## config.mk

```make
export PLATFORM = sky130hd
export DESIGN_NAME = emu_sequencer_flat
export DESIGN_NICKNAME = d
export VERILOG_FILES = /design/src/rtl/emu_seq_pkg.sv /design/src/rtl/emu_sequencer_if.sv /design/src/rtl/emu_clkgen.sv /design/src/rtl/emu_sequencer.sv /design/src/flat_wrapper.sv
export SDC_FILE = /design/constraint.sdc
export NUM_CORES = 1
export LEC_CHECK = 0
export CAP_MARGIN = 0
export CORE_UTILIZATION = 49
export CTS_CLUSTER_SIZE = 8
export DETAILED_ROUTE_END_ITERATION = 7
export GPL_TIMING_DRIVEN = 0
export PLACE_DENSITY = 0.78
export SLEW_MARGIN = 20
export SYNTH_ARGS = -nofsm -noshare
export SYNTH_HDL_FRONTEND = slang
export SYNTH_SLANG_ARGS = --single-unit
export TNS_END_PERCENT = 10
```

## constraint.sdc

```tcl
create_clock -name clk_emu -period 3.9 [get_ports clk_emu]
set_input_delay 0.78 -clock clk_emu [delete_from_list [all_inputs] [get_ports clk_emu]]
set_output_delay 0.78 -clock clk_emu [all_outputs]
set_load 0.01 [all_outputs]
```

## src/rtl/emu_seq_pkg.sv

```systemverilog
// Shared definitions for the emulation sequencer.
//   state_e      : sequencer FSM states (explicit encodings)
//   NUM_STIM_DEF : default stimulus bytes per frame
//   NUM_OUT_DEF  : default output bytes per frame
//   ADDR_W       : width of the wrapper array index (Addr_emu)
package emu_seq_pkg;

  localparam int unsigned NUM_STIM_DEF = 2;
  localparam int unsigned NUM_OUT_DEF  = 3;
  localparam int unsigned ADDR_W       = 3;

  typedef enum logic [3:0] {
    StIdle  = 4'd0,
    StStim  = 4'd1,
    StWr    = 4'd2,
    StLoad  = 4'd3,
    StChi   = 4'd4,
    StClo   = 4'd5,
    StGet   = 4'd6,
    StRaddr = 4'd7,
    StRcap  = 4'd8,
    StSend  = 4'd9
  } state_e;

endpackage

```

## src/rtl/emu_sequencer_if.sv

```systemverilog
// Host-side byte streams of the emulation sequencer.
//   rx_* : host -> sequencer stimulus bytes (valid/ready)
//   tx_* : sequencer -> host captured output bytes (valid/ready)
// Modports: master = host, slave = sequencer.
interface emu_sequencer_if;

  logic [7:0] rx_data;
  logic       rx_valid;
  logic       rx_ready;
  logic [7:0] tx_data;
  logic       tx_valid;
  logic       tx_ready;

  modport master (
    output rx_data,
    output rx_valid,
    input  rx_ready,
    input  tx_data,
    input  tx_valid,
    output tx_ready
  );

  modport slave (
    input  rx_data,
    input  rx_valid,
    output rx_ready,
    output tx_data,
    output tx_valid,
    input  tx_ready
  );

endinterface

```

## src/rtl/emu_clkgen.sv

```systemverilog
// Generates one clk_dut pulse per frame and times the high/low phases.
//   clk_emu : emulation clock
//   nRST    : asynchronous active-low reset
//   start   : one-cycle request; clk_dut goes high on the next edge
//   clk_dut : generated DUT clock, straight from a flop
//   hi_done : last cycle of the high phase
//   lo_done : last cycle of the low phase
module emu_clkgen #(
  parameter int unsigned CLK_HIGH = 1,
  parameter int unsigned CLK_LOW  = 1
) (
  input  logic clk_emu,
  input  logic nRST,
  input  logic start,
  output logic clk_dut,
  output logic hi_done,
  output logic lo_done
);

  localparam logic [3:0] HighLast = 4'(CLK_HIGH - 1);
  localparam logic [3:0] LowLast  = 4'(CLK_LOW - 1);

  logic       clk_q, clk_d;
  logic       low_q, low_d;
  logic [3:0] cnt_q, cnt_d;

  always_comb begin
    clk_d = clk_q;
    low_d = low_q;
    cnt_d = cnt_q;
    if (start) begin
      clk_d = 1'b1;
      low_d = 1'b0;
      cnt_d = 4'd0;
    end else if (clk_q) begin
      if (cnt_q == HighLast) begin
        clk_d = 1'b0;
        low_d = 1'b1;
        cnt_d = 4'd0;
      end else begin
        cnt_d = cnt_q + 4'd1;
      end
    end else if (low_q) begin
      if (cnt_q == LowLast) begin
        low_d = 1'b0;
        cnt_d = 4'd0;
      end else begin
        cnt_d = cnt_q + 4'd1;
      end
    end
  end

  always_ff @(posedge clk_emu or negedge nRST) begin
    if (!nRST) begin
      clk_q <= 1'b0;
      low_q <= 1'b0;
      cnt_q <= 4'd0;
    end else begin
      clk_q <= clk_d;
      low_q <= low_d;
      cnt_q <= cnt_d;
    end
  end

  assign clk_dut = clk_q;
  assign hi_done = clk_q && (cnt_q == HighLast);
  assign lo_done = low_q && (cnt_q == LowLast);

endmodule

```

## src/rtl/emu_sequencer.sv

```systemverilog
// Frame sequencer between a host byte stream and an emulation wrapper.
// Per frame: collect NUM_STIM stimulus bytes into the wrapper, apply them
// (load_emu), pulse clk_dut once, capture the DUT outputs (get_emu), then
// read NUM_OUT bytes back from the wrapper and stream them to the host.
//   clk_emu   : emulation clock (rising edge)
//   nRST      : asynchronous active-low reset
//   host      : rx (stimulus in) / tx (captured bytes out) valid/ready streams
//   Din_emu   : stimulus byte to the wrapper
//   Addr_emu  : wrapper array index
//   load_emu  : wrapper stimulus-apply strobe
//   get_emu   : wrapper output-capture strobe
//   Dout_emu  : wrapper output byte, valid one cycle after Addr_emu
//   clk_dut   : generated DUT clock
//   busy      : high whenever not idle
//   frame_cnt : completed frames, wraps at 16 bits
module emu_sequencer
  import emu_seq_pkg::*;
#(
  parameter int unsigned NUM_STIM = NUM_STIM_DEF,
  parameter int unsigned NUM_OUT  = NUM_OUT_DEF,
  parameter int unsigned CLK_HIGH = 1,
  parameter int unsigned CLK_LOW  = 1
) (
  input  logic              clk_emu,
  input  logic              nRST,
  emu_sequencer_if.slave    host,
  output logic [7:0]        Din_emu,
  output logic [ADDR_W-1:0] Addr_emu,
  output logic              load_emu,
  output logic              get_emu,
  input  logic [7:0]        Dout_emu,
  output logic              clk_dut,
  output logic              busy,
  output logic [15:0]       frame_cnt
);

  localparam logic [ADDR_W-1:0] StimLast = ADDR_W'(NUM_STIM - 1);
  localparam logic [ADDR_W-1:0] OutLast  = ADDR_W'(NUM_OUT - 1);

  state_e            state_q, state_d;
  logic [ADDR_W-1:0] idx_q, idx_d;
  logic [ADDR_W-1:0] k_q, k_d;
  logic [7:0]        din_q, din_d;
  logic [ADDR_W-1:0] addr_q, addr_d;
  logic              load_q, load_d;
  logic              get_q, get_d;
  logic [7:0]        tx_data_q, tx_data_d;
  logic              tx_valid_q, tx_valid_d;
  logic              rx_ready_q, rx_ready_d;
  logic              busy_q, busy_d;
  logic [15:0]       frame_cnt_q, frame_cnt_d;

  logic clk_start;
  logic hi_done;
  logic lo_done;
  logic rx_fire;

  assign rx_fire = host.rx_valid && rx_ready_q;

  emu_clkgen #(
    .CLK_HIGH(CLK_HIGH),
    .CLK_LOW (CLK_LOW)
  ) u_clkgen (
    .clk_emu(clk_emu),
    .nRST   (nRST),
    .start  (clk_start),
    .clk_dut(clk_dut),
    .hi_done(hi_done),
    .lo_done(lo_done)
  );

  always_comb begin
    state_d     = state_q;
    idx_d       = idx_q;
    k_d         = k_q;
    din_d       = din_q;
    addr_d      = addr_q;
    load_d      = 1'b0;
    get_d       = 1'b0;
    tx_data_d   = tx_data_q;
    tx_valid_d  = tx_valid_q;
    frame_cnt_d = frame_cnt_q;
    clk_start   = 1'b0;

    case (state_q)
      StIdle, StStim: begin
        if (rx_fire) begin
          din_d  = host.rx_data;
          addr_d = idx_q;
          if (idx_q == StimLast) begin
            idx_d   = '0;
            state_d = StWr;
          end else begin
            idx_d   = idx_q + 1'b1;
            state_d = StStim;
          end
        end
      end
      // Din/Addr held so the wrapper commits the last stimulus byte.
      StWr: begin
        state_d = StLoad;
        load_d  = 1'b1;
      end
      StLoad: begin
        state_d   = StChi;
        clk_start = 1'b1;
      end
      StChi: begin
        if (hi_done) state_d = StClo;
      end
      StClo: begin
        if (lo_done) begin
          state_d = StGet;
          get_d   = 1'b1;
          k_d     = '0;
        end
      end
      StGet: begin
        state_d = StRaddr;
        addr_d  = k_q;
      end
      // Wrapper registers Dout_emu from Addr_emu during this cycle.
      StRaddr: begin
        state_d = StRcap;
      end
      StRcap: begin
        tx_data_d  = Dout_emu;
        tx_valid_d = 1'b1;
        state_d    = StSend;
      end
      StSend: begin
        if (host.tx_ready) begin
          tx_valid_d = 1'b0;
          if (k_q == OutLast) begin
            k_d         = '0;
            frame_cnt_d = frame_cnt_q + 16'd1;
            state_d     = StIdle;
          end else begin
            k_d     = k_q + 1'b1;
            addr_d  = k_q + 1'b1;
            state_d = StRaddr;
          end
        end
      end
      default: begin
        state_d = StIdle;
      end
    endcase

    // Registered from the next state so both outputs line up with the state.
    rx_ready_d = (state_d == StIdle) || (state_d == StStim);
    busy_d     = (state_d != StIdle);
  end

  always_ff @(posedge clk_emu or negedge nRST) begin
    if (!nRST) begin
      state_q     <= StIdle;
      idx_q       <= '0;
      k_q         <= '0;
      din_q       <= 8'd0;
      addr_q      <= '0;
      load_q      <= 1'b0;
      get_q       <= 1'b0;
      tx_data_q   <= 8'd0;
      tx_valid_q  <= 1'b0;
      rx_ready_q  <= 1'b0;
      busy_q      <= 1'b0;
      frame_cnt_q <= 16'd0;
    end else begin
      state_q     <= state_d;
      idx_q       <= idx_d;
      k_q         <= k_d;
      din_q       <= din_d;
      addr_q      <= addr_d;
      load_q      <= load_d;
      get_q       <= get_d;
      tx_data_q   <= tx_data_d;
      tx_valid_q  <= tx_valid_d;
      rx_ready_q  <= rx_ready_d;
      busy_q      <= busy_d;
      frame_cnt_q <= frame_cnt_d;
    end
  end

  assign host.rx_ready = rx_ready_q;
  assign host.tx_data  = tx_data_q;
  assign host.tx_valid = tx_valid_q;
  assign Din_emu       = din_q;
  assign Addr_emu      = addr_q;
  assign load_emu      = load_q;
  assign get_emu       = get_q;
  assign busy          = busy_q;
  assign frame_cnt     = frame_cnt_q;

endmodule

```

## src/flat_wrapper.sv

```systemverilog
// flat-port wrapper written by rule: the top's interface ports become plain ports
module emu_sequencer_flat import emu_seq_pkg::*;
#(
  parameter int unsigned NUM_STIM = NUM_STIM_DEF,
  parameter int unsigned NUM_OUT  = NUM_OUT_DEF,
  parameter int unsigned CLK_HIGH = 1,
  parameter int unsigned CLK_LOW  = 1
)
  (clk_emu, nRST, Din_emu, Addr_emu, load_emu, get_emu, Dout_emu, clk_dut, busy, frame_cnt, host_rx_data, host_rx_valid, host_rx_ready, host_tx_data, host_tx_valid, host_tx_ready);
  emu_sequencer_if host_i ();
  input  logic clk_emu;
  input  logic nRST;
  output logic [7:0] Din_emu;
  output logic [ADDR_W-1:0] Addr_emu;
  output logic load_emu;
  output logic get_emu;
  input  logic [7:0] Dout_emu;
  output logic clk_dut;
  output logic busy;
  output logic [15:0] frame_cnt;
  input wire logic [$bits(host_i.rx_data)-1:0] host_rx_data;
  input wire logic [$bits(host_i.rx_valid)-1:0] host_rx_valid;
  output wire logic [$bits(host_i.rx_ready)-1:0] host_rx_ready;
  output wire logic [$bits(host_i.tx_data)-1:0] host_tx_data;
  output wire logic [$bits(host_i.tx_valid)-1:0] host_tx_valid;
  input wire logic [$bits(host_i.tx_ready)-1:0] host_tx_ready;
  assign host_i.rx_data = host_rx_data;
  assign host_i.rx_valid = host_rx_valid;
  assign host_rx_ready = host_i.rx_ready;
  assign host_tx_data = host_i.tx_data;
  assign host_tx_valid = host_i.tx_valid;
  assign host_i.tx_ready = host_tx_ready;
  emu_sequencer #(.NUM_STIM(NUM_STIM), .NUM_OUT(NUM_OUT), .CLK_HIGH(CLK_HIGH), .CLK_LOW(CLK_LOW)) u_core (.clk_emu(clk_emu), .nRST(nRST), .host(host_i), .Din_emu(Din_emu), .Addr_emu(Addr_emu), .load_emu(load_emu), .get_emu(get_emu), .Dout_emu(Dout_emu), .clk_dut(clk_dut), .busy(busy), .frame_cnt(frame_cnt));
endmodule
```

==> results of run 1 <==
flip-flops by register name, summed over array words and instances (netlist names):
name,count
u_core.Addr_emu,3
u_core.Din_emu,8
u_core.busy,1
u_core.frame_cnt,16
u_core.get_emu,1
u_core.host.rx_ready,1
u_core.host.tx_data,8
u_core.host.tx_valid,1
u_core.idx_q,3
u_core.k_q,3
u_core.load_emu,1
u_core.state_q,4
u_core.u_clkgen.clk_dut,1
u_core.u_clkgen.cnt_q,4
u_core.u_clkgen.low_q,1
area by class of cell:
type	count	area share [%]
buffer	8	1.48
clock buffer	5	1.99
clock inverter	3	0.652
inverter	3	0.326
multi-input combinational	159	35.2
sequential	56	40.6
tap	70	2.53
timing repair buffer	60	17.3
power breakdown:
group	leakage, nW	internal (mW)	switching, mW	total [mW]
Combinational	0.722	0.389	0.328	0.718
Sequential	0.741	0.713	0.0692	0.782
Clock	0.0485	0.129	0.192	0.321
logic make-up after synthesis:
group | after synthesis | share of synthesized area (%)
AOI/OAI and AO/OA | 30 | 7.01
xor gates and xnor gates | 18 | 5.89
adders and majority gates | 5 | 2.34
buffers and inverters | 11 | 2.33
DFF | 56 | 52.3
muxes | 22 | 9.20
and+or+nand+nor | 84 | 20.9
layout by cell type, fill, tap and decap left out, types with 2 or more instances in the layout:
cell,count
dfrtp_1,56
buf_2,5
nor3_1,4
a21o_1,3
ha_1,5
and4b_1,2
clkdlybuf4s50_1,59
clkbuf_8,5
o21ai_0,6
and4bb_2,2
nand2_1,20
nor3b_1,3
inv_1,3
mux2_1,19
and2_1,2
a221o_1,2
xnor2_1,15
nand4_1,8
nand4bb_1,3
nor4bb_1,2
nor2_1,10
nand2b_1,3
a21oi_1,9
mux2_2,2
and4_1,3
o21ai_1,3
nand3_1,8
xor2_1,3
buf_4,3
how the worst max path moves through the flow:
stage                        startpoint                          endpoint  slack (ns)
after CTS                 host_tx_ready  u_core.frame_cnt[15]$_DFFE_PN0P_        1.55
final                     host_tx_ready  u_core.frame_cnt[15]$_DFFE_PN0P_        1.54
after detailed placement  host_tx_ready  u_core.frame_cnt[15]$_DFFE_PN0P_        1.21
after global placement             nRST    u_core.Addr_emu[2]$_DFFE_PN0P_        0.35
after floorplan           host_rx_valid    u_core.Addr_emu[1]$_DFFE_PN0P_        2.07
after global routing      host_tx_ready  u_core.frame_cnt[15]$_DFFE_PN0P_        1.46
worst max-delay path, delay by kind of cell:
kind	cells	cell delay (ns)
xor+xnor	1	0.16
buf+inv	1	0.62
simple gates	3	1.00
stage by stage:
stage / std cells / setup slack [ns] / hold WS, ns / total power [mW]
detailed placement: 356 / 1.21 / 0.464 / 1.52
global placement: 356 / 0.353 / 0.461 / 1.49
CTS: 364 / 1.55 / 0.482 / 1.84
global route: 364 / 1.46 / 0.507 / 1.93
floorplan: 226 / 2.07 / 0.484 / 1.19
finish: 364 / 1.54 / 0.479 / 1.82
routing by layer:
metal	part of all wire [%]	track usage [%]	routed length [um]	up-vias
li1	-	-	-	950
met1	46	26.6	2410	982
met2	48	32.3	2520	56
met3	4.1	4.10	216	15
met4	2.3	7.88	119	0
met5	0	0	0	-
==> metrics.cfg, run 1 <==
[synth]
ys.flop_type = dfrtp_1
netlist_instances = 226
synth.most_common_cell = dfrtp_1
syn_area_um2 = 2680
synth_area_leaders = dfrtp_1, mux2_1, xnor2_1
postSynthAreaPerCell_um2 = 11.9
async_flop_share_pct = 100
synth_edf_count = 0
synth_warnings = 0
synth_top_area_share_pct = 52.3
syn-num-nets = 251
ys_seq_area_share_pct = 52.3
synth_top_area_cell = dfrtp_1
synth_seq_cells = 56
synth_commonest_cells = dfrtp_1, nand2_1, mux2_1
yosysUniqueCellTypes = 50

[place]
place_hpwl_mm = 3.86
routabilityCongestion = 0.782
io_buffers = 60
place_area_um2 = 3360

[power]
power_density_nw_per_um2 = 527
p_leak_nw = 1.51
ir_drop_mv = 0.259

[clock_network]
cts.repair.resized = 0
postCtsSetupBuffers = 0
cts.path.max_buffers = 2
htreeDepth = 2
clock-sinks = 56
insertion_delay_ns = 0.31
path_clk_slew_ns = 0.10
cts_buffers = 5
cts_tree = done
clockRootBuffer = clkbuf_8
cts_hold_buf = 0

[setup_path]
crit_arrival_ns = 2.57
critPathRequiredTime_ns = 4.11
path_class = input pin to register
cp-end-kind = register
path_max_fanout = 7
crit_path_max_incr_delay_ns = 0.62
rrSetupSlack_ns = 1.94
rr_worst_depth = 6
crit_chain = clkdlybuf4s50_1 -> nand3b_1 -> nor4_4 -> nand4_1 -> xnor2_1
start_kind = input pin
r2r_end = u_core.frame_cnt[15]$_DFFE_PN0P_
r2r-start = u_core.k_q[0]$_DFFE_PN0P_
critPathSlowestCell = clkdlybuf4s50_1

[routing]
routedWlPerCell_um = 14.5
wl_mm = 5.27
antenna_left = 0
via_per_inst = 5.50
vias = 2003
drt_iter0_drc = 58
drc_errors = 0
drtPass1Iterations = 4

[hold_path]
hp-class = register to register
holdPathStages = 1
hold_start = u_core.frame_cnt[15]$_DFFE_PN0P_
whs_endpoint = u_core.frame_cnt[15]$_DFFE_PN0P_

[grt]
grt_pass1_wl_mm = 9.16
grt_antenna_before_repair = 0
grt_pass1_vias = 1914
grt_overflow = 0
grt_max_degree = 57
grt_use_total_pct = 20.0

[timing]
hold_viol = 0
skew_ns = 0.00980
fin_crit_ns = 2.36
clock.fmax_mhz = 425
fin_crit_sh_pct = 60.4
drv_slew = 0
setup_viol = 0
slew_headroom_pct = 55.1
rsz0062_at_grt = false
fin_tns_setup_ns = 0
worst_pin_slew_ns = 0.673

[job]
drv_cap = 0

[floorplanning]
initial_utilization_pct = 51.8
dieArea_um2 = 5770
die_h_um = 75.9
die_w_um = 75.9
core_region_area_um2 = 5170
io_pins = 61
core.rowCount = 26

[finish]
fillers = 406
area_growth_pct = 29.0
layout.nets = 318
multi_input_area_um2 = 1210
final_layout_size_suffix_gt1_share_pct = 9.86
final_core_utilization_pct = 66.8
seqCellArea_um2 = 1400
fin_area_um2 = 3460
antennaDiodeCount = 0

[status]
status = complete, no violations

(Power assumes the default switching activity.)
==> run 2, diff against run 1 <==
- CORE_UTILIZATION: 49 -> 45
- PLACE_DENSITY: 0.78 -> 0.76
- clock period: 3.9 -> 2.15 ns (I/O delays scaled with it)
==> run 2 against run 1 <==
- worst hold slack worse by 0.31 ns
- global-route usage decreased by 1.2 points
- register-to-register slack got worse by 1.7 ns
- final cell count rose by 0.27%
- clock power is 83% higher
- cell area is essentially flat
- routed wire length increased by 0.32%
- die area up 8.6%
- critical path depth unchanged
- non-clock buffer count unchanged
- clock skew decreased by 0.00098 ns
==> metrics.cfg, run 2 (synthesis results as in run 1) <==
[status]
status = complete, no violations

[finish]
stdcell_count = 365
largest_register_ffs = 16
layout.nets = 318
final_layout_size_suffix_gt1_share_pct = 9.56
mostFrequentLayoutCells = clkdlybuf4s50_1, dfrtp_1, nand2_1
fillers = 486
final_common_cell = clkdlybuf4s50_1
antennaDiodeCount = 0
area_growth_pct = 29.1
final_core_utilization_pct = 61.7

[clock_network]
clockRootBuffer = clkbuf_8
path_clk_slew_ns = 0.10
htreeDepth = 2
cts.repair.resized = 0
insertion_delay_ns = 0.31
cts_tree = done
cts_buffers = 5
cts.path.max_buffers = 2
clock-sinks = 56
cts_hold_buf = 0
postCtsSetupBuffers = 0

[job]
drv_cap = 0

[power]
power_density_nw_per_um2 = 958
combinationalPowerShare_pct = 39.2
p_sw_share_pct = 31.8
switchingPower_mw = 1.05
fin_total_pwr_mw = 3.31
ir_drop_mv = 0.527
p_int_mw = 2.26
p_seq_share_pct = 43.0
p_leak_nw = 1.51
clkPwrFrac_pct = 17.8

[place]
routabilityCongestion = 0.773
place_hpwl_mm = 3.89
io_buffers = 60
dpl.cell_count = 358

[setup_path]
path_max_fanout = 7
path_class = input pin to register
critPathSlowestCell = clkdlybuf4s50_1
path_buf_inv = 1
crit_family = simple AND/OR/NAND/NOR gates
crit_chain = clkdlybuf4s50_1 -> nand3b_1 -> nor4_4 -> nand4_1 -> xnor2_1
critPathRequiredTime_ns = 2.35
cp-end-kind = register
start_kind = input pin
rrSetupSlack_ns = 0.27
crit_path_max_incr_delay_ns = 0.59
crit_arrival_ns = 2.09

[timing]
worst_pin_slew_ns = 0.692
drv_slew = 0
clock.fmax_mhz = 530
setup_viol = 0
fin_crit_ns = 1.89
slew_headroom_pct = 53.8
hold_viol = 0
rsz0062_at_grt = false
fin_crit_sh_pct = 87.8
skew_ns = 0.00882
hold-worst-slack_ns = 0.172
fin_tns_setup_ns = 0

[floorplanning]
die_h_um = 79.2
core_region_area_um2 = 5610
initial_utilization_pct = 47.8
die_w_um = 79.2
core.rowCount = 27
dieArea_um2 = 6270
io_pins = 61

[hold_path]
hp-class = input pin to asynchronous set/reset pin

[routing]
drt_iter0_drc = 92
antenna_left = 0
via_per_inst = 5.38
drc_errors = 0
wl_mm = 5.29
vias = 1962
drtPass1Iterations = 4
routedWlPerCell_um = 14.5

[grt]
grt_max_degree = 57
grt_use_total_pct = 18.8
grt_pass1_vias = 1907
grt_overflow = 0
grt_pass1_wl_mm = 9.16
grt_antenna_before_repair = 0

==> run 2: through the flow <==
stage               worst slack [ns]  cell area (um2)
finish                         0.263             3460
global route                   0.100             3460
CTS                            0.255             3460
detailed placement           -0.0783             3370
global placement               -1.10             3370
floorplan                      0.482             2680
==> run 2: layout make-up <==
class                      instances  area [um2]  share of cell area, %
buffer                             8        51.3                   1.48
clock buffer                       6        82.6                   2.39
clock inverter                     1        8.76                  0.253
inverter                           3        11.3                  0.326
multi-input combinational        159        1210                   35.1
sequential                        56        1400                   40.5
tap                               72        90.1                   2.60
timing repair buffer              60         598                   17.3
==> run 2: final timing paths <==
| kind | depth (start not counted) | to | from |
|---|---|---|---|
| hold / removal | 1 | u_core.host.tx_data[5]$_DFFE_PN0P_ | nRST |
| hold reg to reg | 1 | u_core.frame_cnt[15]$_DFFE_PN0P_ | u_core.frame_cnt[15]$_DFFE_PN0P_ |
| setup / recovery | 5 | u_core.frame_cnt[15]$_DFFE_PN0P_ | host_tx_ready |
| setup reg to reg | 6 | u_core.frame_cnt[15]$_DFFE_PN0P_ | u_core.k_q[0]$_DFFE_PN0P_ |
| max in group asynchronous | 1 | u_core.idx_q[2]$_DFFE_PN0P_ | nRST |
| min in group clk_emu | 1 | u_core.frame_cnt[15]$_DFFE_PN0P_ | u_core.frame_cnt[15]$_DFFE_PN0P_ |
==> run 2: power by group through the flow <==
stage	clock [mW]	sequential, mW	combinational (mW)
final	0.589	1.42	1.30
after global routing	0.653	1.46	1.42
after CTS	0.609	1.42	1.32
after detailed placement	0	1.44	1.31
after global placement	0	1.43	1.28
after floorplan	0	1.52	0.634
==> run 2: layer usage <==
layer,up-vias,track usage [%],wire (um)
met4,0,5.64,74
li1,953,-,-
met1,958,24.4,2380
met2,45,31.4,2620
met5,-,0,0
met3,6,4.14,215
